File: src/rtl/bin2bcd_if.sv
`default_nettype none
// ----------------------------------------------------------------------------
// bin2bcd_if : start/operand request and BCD result bundle for bin2bcd
// Revision   : 1.0
// ----------------------------------------------------------------------------
interface bin2bcd_if #(
    parameter int WIDTH  = 16,
    parameter int DIGITS = 5
);
    logic                  start;
    logic                  signed_mode;
    logic [WIDTH-1:0]      value;
    logic                  busy;
    logic                  done;
    logic                  negative;
    logic [4*DIGITS-1:0]   bcd;

    modport master (
        output start, signed_mode, value,
        input  busy, done, negative, bcd
    );

    modport slave (
        input  start, signed_mode, value,
        output busy, done, negative, bcd
    );
endinterface
`default_nettype wire

File: src/rtl/bin2bcd.sv
`default_nettype none
// ----------------------------------------------------------------------------
// bin2bcd : sequential shift-and-add-3 binary to packed BCD, one bit per clock
// Revision: 1.0
// ----------------------------------------------------------------------------
module bin2bcd #(
    parameter int WIDTH  = 16,
    parameter int DIGITS = 5
) (
    input  wire logic   clock,
    input  wire logic   reset,
    bin2bcd_if.slave    bus
);

    localparam int CW = $clog2(WIDTH + 1);

    typedef enum logic [1:0] {
        S_IDLE   = 2'd0,
        S_CONV   = 2'd1,
        S_FINISH = 2'd2
    } state_t;

    state_t                r_state;
    state_t                w_state_next;

    logic [WIDTH-1:0]      r_mag;
    logic [4*DIGITS-1:0]   r_scratch;
    logic [CW-1:0]         r_cnt;
    logic                  r_sign;
    logic [4*DIGITS-1:0]   r_bcd;
    logic                  r_neg;
    logic                  r_done;

    logic                  w_load;
    logic                  w_step;
    logic                  w_commit;
    logic                  w_neg_in;
    logic [WIDTH-1:0]      w_mag_in;
    logic [4*DIGITS-1:0]   w_adj;

    // Two's-complement negation wraps, so the most negative input maps to 2^(WIDTH-1).
    assign w_neg_in = bus.signed_mode & bus.value[WIDTH-1];
    assign w_mag_in = w_neg_in ? (~bus.value + WIDTH'(1)) : bus.value;

    for (genvar k = 0; k < DIGITS; k++) begin : g_digit
        assign w_adj[4*k +: 4] = (r_scratch[4*k +: 4] >= 4'd5) ?
                                 (r_scratch[4*k +: 4] + 4'd3) :
                                  r_scratch[4*k +: 4];
    end

    always_ff @(posedge clock or negedge reset) begin
        if (!reset) begin
            r_state <= S_IDLE;
        end else begin
            r_state <= w_state_next;
        end
    end

    always_comb begin
        w_state_next = r_state;
        w_load       = 1'b0;
        w_step       = 1'b0;
        w_commit     = 1'b0;
        case (r_state)
            S_IDLE: begin
                if (bus.start) begin
                    w_load       = 1'b1;
                    w_state_next = S_CONV;
                end
            end
            S_CONV: begin
                w_step = 1'b1;
                if (r_cnt == CW'(WIDTH - 1)) begin
                    w_state_next = S_FINISH;
                end
            end
            S_FINISH: begin
                w_commit     = 1'b1;
                w_state_next = S_IDLE;
            end
            default: begin
                w_state_next = S_IDLE;
            end
        endcase
    end

    always_ff @(posedge clock or negedge reset) begin
        if (!reset) begin
            r_mag     <= '0;
            r_scratch <= '0;
            r_cnt     <= '0;
            r_sign    <= 1'b0;
        end else if (w_load) begin
            r_mag     <= w_mag_in;
            r_scratch <= '0;
            r_cnt     <= '0;
            r_sign    <= w_neg_in;
        end else if (w_step) begin
            r_scratch <= {w_adj[4*DIGITS-2:0], r_mag[WIDTH-1]};
            r_mag     <= {r_mag[WIDTH-2:0], 1'b0};
            r_cnt     <= r_cnt + CW'(1);
        end
    end

    // Results are only ever written whole, so the display never sees a partial value.
    always_ff @(posedge clock or negedge reset) begin
        if (!reset) begin
            r_bcd  <= '0;
            r_neg  <= 1'b0;
            r_done <= 1'b0;
        end else begin
            r_done <= w_commit;
            if (w_commit) begin
                r_bcd <= r_scratch;
                r_neg <= r_sign;
            end
        end
    end

    assign bus.busy     = (r_state != S_IDLE);
    assign bus.done     = r_done;
    assign bus.negative = r_neg;
    assign bus.bcd      = r_bcd;

endmodule
`default_nettype wire

File: src/flat_wrapper.sv
// flat-port wrapper written by rule: the top's interface ports become plain ports
module bin2bcd_flat 
#(
    parameter int WIDTH  = 16,
    parameter int DIGITS = 5
)
  (clock, reset, bus_start, bus_signed_mode, bus_value, bus_busy, bus_done, bus_negative, bus_bcd);
  bin2bcd_if #(.WIDTH(WIDTH), .DIGITS(DIGITS)) bus_i ();
  input  wire logic clock;
  input  wire logic reset;
  input wire logic [$bits(bus_i.start)-1:0] bus_start;
  input wire logic [$bits(bus_i.signed_mode)-1:0] bus_signed_mode;
  input wire logic [$bits(bus_i.value)-1:0] bus_value;
  output wire logic [$bits(bus_i.busy)-1:0] bus_busy;
  output wire logic [$bits(bus_i.done)-1:0] bus_done;
  output wire logic [$bits(bus_i.negative)-1:0] bus_negative;
  output wire logic [$bits(bus_i.bcd)-1:0] bus_bcd;
  assign bus_i.start = bus_start;
  assign bus_i.signed_mode = bus_signed_mode;
  assign bus_i.value = bus_value;
  assign bus_busy = bus_i.busy;
  assign bus_done = bus_i.done;
  assign bus_negative = bus_i.negative;
  assign bus_bcd = bus_i.bcd;
  bin2bcd #(.WIDTH(WIDTH), .DIGITS(DIGITS)) u_core (.clock(clock), .reset(reset), .bus(bus_i));
endmodule
File: config.mk
export PLATFORM = sky130hd
export DESIGN_NAME = bin2bcd_flat
export DESIGN_NICKNAME = d
export VERILOG_FILES = /design/src/rtl/bin2bcd_if.sv /design/src/rtl/bin2bcd.sv /design/src/flat_wrapper.sv
export SDC_FILE = /design/constraint.sdc
export NUM_CORES = 1
export LEC_CHECK = 0
export ABC_AREA = 1
export CAP_MARGIN = 25
export CORE_UTILIZATION = 35
export CTS_CLUSTER_DIAMETER = 30
export DETAILED_ROUTE_END_ITERATION = 10
export RECOVER_POWER = 50
export SETUP_SLACK_MARGIN = 0.3
export SLEW_MARGIN = 15
export SYNTH_ARGS = -nofsm -noshare
export SYNTH_HDL_FRONTEND = slang
export SYNTH_SLANG_ARGS = --single-unit
File: constraint.sdc
create_clock -name clock -period 2.42 [get_ports clock]
set_clock_uncertainty 0.15 [all_clocks]
set_input_delay 0.726 -clock clock [delete_from_list [all_inputs] [get_ports clock]]
set_output_delay 0.726 -clock clock [all_outputs]
set_load 0.02 [all_outputs]
# After elaboration in Yosys (flattened, before gate mapping)

Index checks and enable logic that the tools add are counted.

Muxes and demuxes: 19
Equal/unequal tests: 5
Bitwise gates (word level): 2
Add/subtract/negate cells: 7
$lt $le $gt $ge: 5
Reductions and logical operators: 4

Operator list:

| cell                                                               | number |
|---|---|
| two-way mux 16 bit                                                 | 3 |
| two-way mux 20 bit                                                 | 2 |
| greater-or-equal comparator 4 x 3 -> 1 bit (second input constant) | 5 |
| adder 16 x 1 -> 16 bit (second input constant)                     | 1 |
| adder 4 x 2 -> 4 bit (second input constant)                       | 4 |
| two-way mux 4 bit                                                  | 4 |
| NOT 16 bit                                                         | 1 |
| two-way mux 5 bit                                                  | 2 |
| adder 5 x 1 -> 5 bit (second input constant)                       | 1 |
| == test 5 x 4 -> 1 bit (second input constant)                     | 1 |
| two-way mux 1 bit                                                  | 4 |
| two-way mux 2 bit                                                  | 2 |
| one-hot mux 2 bit (2 select lines)                                 | 1 |
| nonzero test 2 bit                                                 | 2 |
| adder 3 x 2 -> 3 bit (second input constant)                       | 1 |
| two-way mux 3 bit                                                  | 1 |
| == test 2 x 1 -> 1 bit (second input constant)                     | 1 |
| == test 2 bit (second input constant)                              | 1 |
| zero test 2 bit                                                    | 1 |
| != test 2 x 1 -> 1 bit (second input constant)                     | 1 |
| != test 2 bit (second input constant)                              | 1 |
| AND reduction 2 bit                                                | 1 |
| bitwise AND 1 bit                                                  | 1 |

Register bits: 66
Logic and storage cells: 50
Output and inout port bits: 23
Input bits: 20

# Longest topological paths before layout

Gate-level depths: netlist of the first run.

Depth in word-level cells: 4
Gate-level depth with buffers: 10
Depth with buffers taken out: 10

# Least setup slack after synthesis of the first run

Ideal clock, no wire load.

Path type: input to register
From: in bus_value[0]
To: reg u_core.r_mag[6]
Cell stages on the path: 8
Buffers on the path: 0
Library setup time: 0.117 ns
Slack: 0.561 ns
Data arrival time: 1.593 ns
Data required time: 2.153 ns
Cells stage by stage: inv_1 -> ha_1 -> nand3_1 -> o21ai_0 -> xor2_1 -> nand2_1 -> nand2_1 -> nand2_1

Word-level cells in the longest chain between the ends: 4

Ends and longest elaborated chain:

| item                   | line               | source |
|---|---|---|
| start: declaration     | flat_wrapper.sv:13 | `input wire logic [$bits(bus_i.value)-1:0] bus_value;` |
| NOT 16 bit             | bin2bcd.sv:43      | `assign w_mag_in = w_neg_in ? (~bus.value + WIDTH'(1)) : bus.value;` |
| adder 16 x 1 -> 16 bit | bin2bcd.sv:43      |  |
| two-way mux 16 bit     | bin2bcd.sv:43      |  |
| two-way mux 16 bit     | bin2bcd.sv:93      | `end else if (w_load) begin` |
| end signal: assignment | bin2bcd.sv:94      | `r_mag <= w_mag_in;` |
| end signal: assignment | bin2bcd.sv:100     | `r_mag <= {r_mag[WIDTH-2:0], 1'b0};` |
| end: declaration       | bin2bcd.sv:26      | `logic [WIDTH-1:0] r_mag;` |

No other way between the ends.
A chain may end at the register's enable or synchronous reset.

# Worst setup path after layout of the first run

From: in bus_value[1]
To: reg u_core.r_mag[12]

Same word-level chain as after synthesis.

==> impl_results.md, run 1 <==
* Routed wire length at 7220 um
* WS Path Type: primary input to flip-flop
* Clock root cell: clkbuf_8
* Vias per cell at 4.61
* Syn Nets at 469
* Most common cell after layout, fill and taps aside: nand2_1
* Syn Inst Count at 436
* CP most frequent cell: nand2_1
* Fmax at 0.502 GHz
* First-pass GRT wire length at 12800 um
* CTS tree: built
* Total grt overflow at 0
* Dominant cell type by area after synthesis: dfrtp_1
* FF+latch count, synth at 66
* Area grow syn2layout at 22.5%
* Avg WL per Cell at 11.7 um
* Final Hold Vio Count at 0
* Final Critical Period at 1990 ps
* Synth cell types at 27
* Clock-pin slew on the worst setup and hold paths at 70 ps
* Detailed Routing Iterations Pass 1 at 4
* Worst-Skew Late Latency at 340 ps
* Outcome: complete, no violations
* ANT cells at 0
* Chip Width at 102 um
* Post-DRT Antenna Nets at 0
* Final Power at 4.92 mW
* Crit path required time at 2500 ps
* Max Slew Vio Count at 0
* Post-Route Setup TNS at 0 ps
* CP startpoint kind: primary input
* Final cell count without fillers at 617
* Worst path cell trace: clkdlybuf4s50_1 -> inv_1 -> ha_2 -> nand3_2 -> nor2_2 -> nand2_1 -> nand3_1 -> nand3_1 -> nand2_1 -> nand2_1
* Most frequent cells in the layout: nand2_1 (114), dfrtp_1 (66), o21ai_0 (62)
* Crit path DAT at 2070 ps
* Die Y at 102 um
* H-tree levels at 3
* Leak Pwr at 2.11 nW
* Worst slew pin tran at 1170 ps
* PD cells at 1160 mW/mm2
* Worst-path fanout max at 4
* Post-DP Area at 0.00406 mm2
* Cts bufs inserted at 9
* DRC at 0
* Critical Path Slowest Stage Cell: clkdlybuf4s50_1
* Final WS setup at 429 ps
* Final Setup Violations at 0
* Layout Nets at 517
* Drt initial violations at 116
* GRT Total Usage at 0.160
* Average size of a mapped cell at 7.95 um2
* Postcts setup bufs at 0
* Antenna violations before repair at 0
* Sink Count at 66
* Via count at 2845
* Core outline area at 0.00942 mm2
* Number of core rows at 35
* Max IR drop VDD at 0.000473 V
* DP Worst Slack at 6.47 ps
* Register area share after synthesis at 0.476
* Unrepaired setup endpoints after global routing: true
* Num ports at 43
* IO buf count at 42
* Worst path top cell family by delay: simple AND/OR/NAND/NOR gates
* Initial core utilization at 0.368
* Class of the worst hold path: flip-flop to flip-flop
* Final core occ at 0.451
* Setup slack, reg-to-reg at 830 ps
* GP Congestion at 0.856
* Period utilization at 0.823
* Vias in the first global route at 2845
* Post-route cell area at 0.00425 mm2
* Synth Warn # at 0
* Top post-synthesis cells by area: dfrtp_1 (48%), nand2_1 (12%), o21ai_0 (9.1%)
* Detailed Place HPWL at 5190 um
* Hold slack final at 318 ps
* Largest net degree at the start of global routing at 42
* Share of the synthesized area in the top cell type at 0.476
* Max Root-Sink Buffers at 2
* Max_cap viols at 0
* Placed Instances at 601
* Die area at 0.0103 mm2
* Share of cells above drive strength 1 at 0.0861
* Synthesized cell area at 0.00347 mm2
* Max incr delay on CP at 400 ps
* Slew margin rel. at 0.219
* CP endpoint kind: flip-flop
* WP buf/inv at 2
==> area by class of cell <==
type,instances,area [um2]
Sequential cell,66,1650
Fill cell,966,5170
Clock buffer,10,128
Timing Repair Buffer,51,473
Inverter,57,216
Multi-Input combinational cell,299,1540
Clock inverter,5,80.1
Tap cell,129,161
==> registers in the layout, indices dropped and copies added, names as in the netlist <==
| register | cells |
|---|---|
| u_core.bus.bcd | 20 |
| u_core.bus.done | 1 |
| u_core.bus.negative | 1 |
| u_core.r_cnt | 5 |
| u_core.r_mag | 16 |
| u_core.r_scratch | 20 |
| u_core.r_sign | 1 |
| u_core.r_state | 2 |
==> path summary, 6_finish.rpt <==
kind,from,endpoint,cells past startpoint
worst min register to register,u_core.bus.negative,u_core.bus.negative,2
worst min-delay path,u_core.bus.negative,u_core.bus.negative,2
max in group asynchronous,reset,u_core.bus.bcd[16],2
worst max register to register,u_core.r_state[0],u_core.r_scratch[17],6
worst max-delay path,bus_value[1],u_core.r_mag[12],10
min in group asynchronous,reset,u_core.bus.bcd[3],1
==> what timing repair did <==
item	CTS	global route
endpoints found under the setup margin	23	6
hold buffers	0	0
gates resized for setup	23	7
hold endpoints to repair	0	0
pin swaps	0	1
==> where the power goes <==
part           switching [mW]  leakage, nW  internal [mW]
Sequential              0.256        0.808           1.55
Clock                   0.400       0.0984          0.572
Combinational            1.32         1.20          0.823
Total                    1.97         2.11           2.95
==> synthesized netlist by cell type, drive strengths merged <==
library cell  count
a22oi             2
nand4             1
a22o              1
buf               9
inv              57
nand2           116
dfrtp            66
xor2              7
o21ai            79
nand3            22
o32ai             1
clkbuf            5
o22ai             7
nor2             32
ha               13
a21oi            18
==> metal layers <==
layer | track usage | vias to the layer above | share of wire
met1 | 0.199 | 1287 | 0.50
met2 | 0.266 | 41 | 0.46
met4 | 0.0479 | 0 | 0.011
li1 | - | 1509 | -
met3 | 0.0490 | 8 | 0.034
met5 | 0 | - | 0
==> kinds of logic (layout without fill, tap and decap cells) <==
family                     Yosys count  count (layout)  synth area share
buffers and inverters               71             123            0.0852
xor gates and xnor gates             7               7            0.0177
and+or+nand+nor                    171             171             0.204
DFF                                 66              66             0.476
AOI/OAI and AO/OA                  108             108             0.170
adders and majority gates           13              13            0.0469
==> worst min-delay path, delay by kind of cell (launching register included) <==
family,cells,cell delay [ps]
DFF,1,340
and+or+nand+nor,2,100
Power figures use the tool's default switching activity.
==> run 2: changes to the inputs <==
Clock period 2.42 ns to 2 ns, I/O delays scaled along.
==> impl_results.md, run 2 (synthesis results as in run 1) <==
* GP Congestion at 0.848
* WHS Path Cells at 2
* Worst-path fanout max at 23
* Number of core rows at 35
* Detailed Place HPWL at 5300 um
* Layout Nets at 544
* Chip Width at 102 um
* Worst slew pin tran at 1200 ps
* CTS tree: built
* Crit path required time at 2070 ps
* Max_cap viols at 0
* Via count at 3024
* Clock root cell: clkbuf_8
* Hold_buf cts at 0
* Max Root-Sink Buffers at 2
* Leak Pwr at 2.29 nW
* Num ports at 43
* Drt initial violations at 114
* PD cells at 1380 mW/mm2
* WS Path Type: flip-flop to flip-flop
* ANT cells at 0
* Worst reg2reg endpoint: u_core.r_mag[2]
* Fill count at 933
* Slew margin rel. at 0.202
* Post-route cell area at 0.00451 mm2
* Final Power at 6.21 mW
* Max IR drop VDD at 0.000531 V
* Critical Path Source: u_core.r_state[0]
* Hold slack final at 323 ps
* IO buf count at 42
* Clock-pin slew on the worst setup and hold paths at 70 ps
* Worst-Skew Late Latency at 350 ps
* Most frequent cells in the layout: nand2_1 (110), dfrtp_1 (66), o21ai_0 (61)
* First-pass GRT wire length at 12300 um
* Post-DRT Antenna Nets at 0
* Sink Count at 66
* Largest net degree at the start of global routing at 26
* GRT Total Usage at 0.153
* Final Setup Violations at 0
* DRC at 0
* Most common cell after layout, fill and taps aside: nand2_1
* Final Critical Period at 1740 ps
* Class of the worst hold path: flip-flop to flip-flop
* Post-DP Area at 0.00427 mm2
* Routed wire length at 7320 um
* Share of cells above drive strength 1 at 0.211
* Core outline area at 0.00942 mm2
* Fmax at 0.574 GHz
* Final Hold Vio Count at 0
* Die area at 0.0103 mm2
* Detailed Routing Iterations Pass 1 at 4
* Placed Instances at 625
* Setup slack, reg-to-reg at 260 ps
* Final cell count without fillers at 645
* RR Startpoint: u_core.r_state[0]
* CP endpoint kind: flip-flop
* Area grow syn2layout at 30.1%
* Cells on worst reg2reg path at 7
* Vias in the first global route at 2768
* Post-Route Setup TNS at 0 ps
* Initial core utilization at 0.368
* H-tree levels at 3
* Total grt overflow at 0
* Outcome: complete, no violations
* Antenna violations before repair at 0
* Avg WL per Cell at 11.3 um
* Setup crit end: u_core.r_mag[2]
* Max Slew Vio Count at 0
* Cts bufs inserted at 9
* Period utilization at 0.871
* Crit path DAT at 1810 ps
* CP startpoint kind: flip-flop
* Vias per cell at 4.69
* Unrepaired setup endpoints after global routing: true
* Die Y at 102 um
[run 2: final cells by class]
type	instances	area, um2	share of cell area
Sequential cell	66	1650	0.366
Clock buffer	10	138	0.0305
Inverter	57	224	0.0497
Clock inverter	6	88.8	0.0197
Tap cell	129	161	0.0358
Timing Repair Buffer	78	637	0.141
Multi-Input combinational cell	299	1610	0.357
[run 2: worst min path at each step]
stage	slack, ps	from	to
after floorplan	150	reset	u_core.bus.bcd[0]
after global placement	310	u_core.bus.negative	u_core.bus.negative
after detailed placement	310	u_core.bus.negative	u_core.bus.negative
after CTS	70	reset	u_core.r_cnt[4]
after global routing	340	u_core.bus.negative	u_core.bus.negative
final	320	u_core.bus.negative	u_core.bus.negative
[run 2: timing repair]
item / CTS / global route
setup endpoints to repair: 36 / 36
setup buffers: 2 / 2
pin swaps: 8 / 7
resized for setup: 121 / 23
[run 2: power by group]
part / internal (mW) / switching (mW) / total [mW]
clock: 0.737 / 0.521 / 1.26
sequential: 1.88 / 0.318 / 2.19
combinational: 1.11 / 1.64 / 2.75
[run 2: critical path, stage by stage, from the launching register on]
cell and delay [ps]:
dfrtp_1 390, clkbuf_4 140, buf_4 130, nand2_2 70
clkbuf_2 410, o21ai_0 130, o21ai_1 110, o21ai_0 100
[run 2: per-stage QoR]
step / setup slack [ps] / utilization
after floorplan: 303 / -
after global placement: -180 / 0.453
after detailed placement: -216 / 0.453
after CTS: 260 / 0.475
after global routing: 150 / 0.479
final: 259 / 0.479
[run 2: per-layer routing]
metal,up-vias,routed length [um],share of wire,global-route usage
met5,-,0,0,0
met2,53,3350,0.46,0.249
li1,1562,-,-,-
met4,0,61,0.0083,0.0591
met1,1402,3660,0.50,0.196
met3,7,257,0.035,0.0359
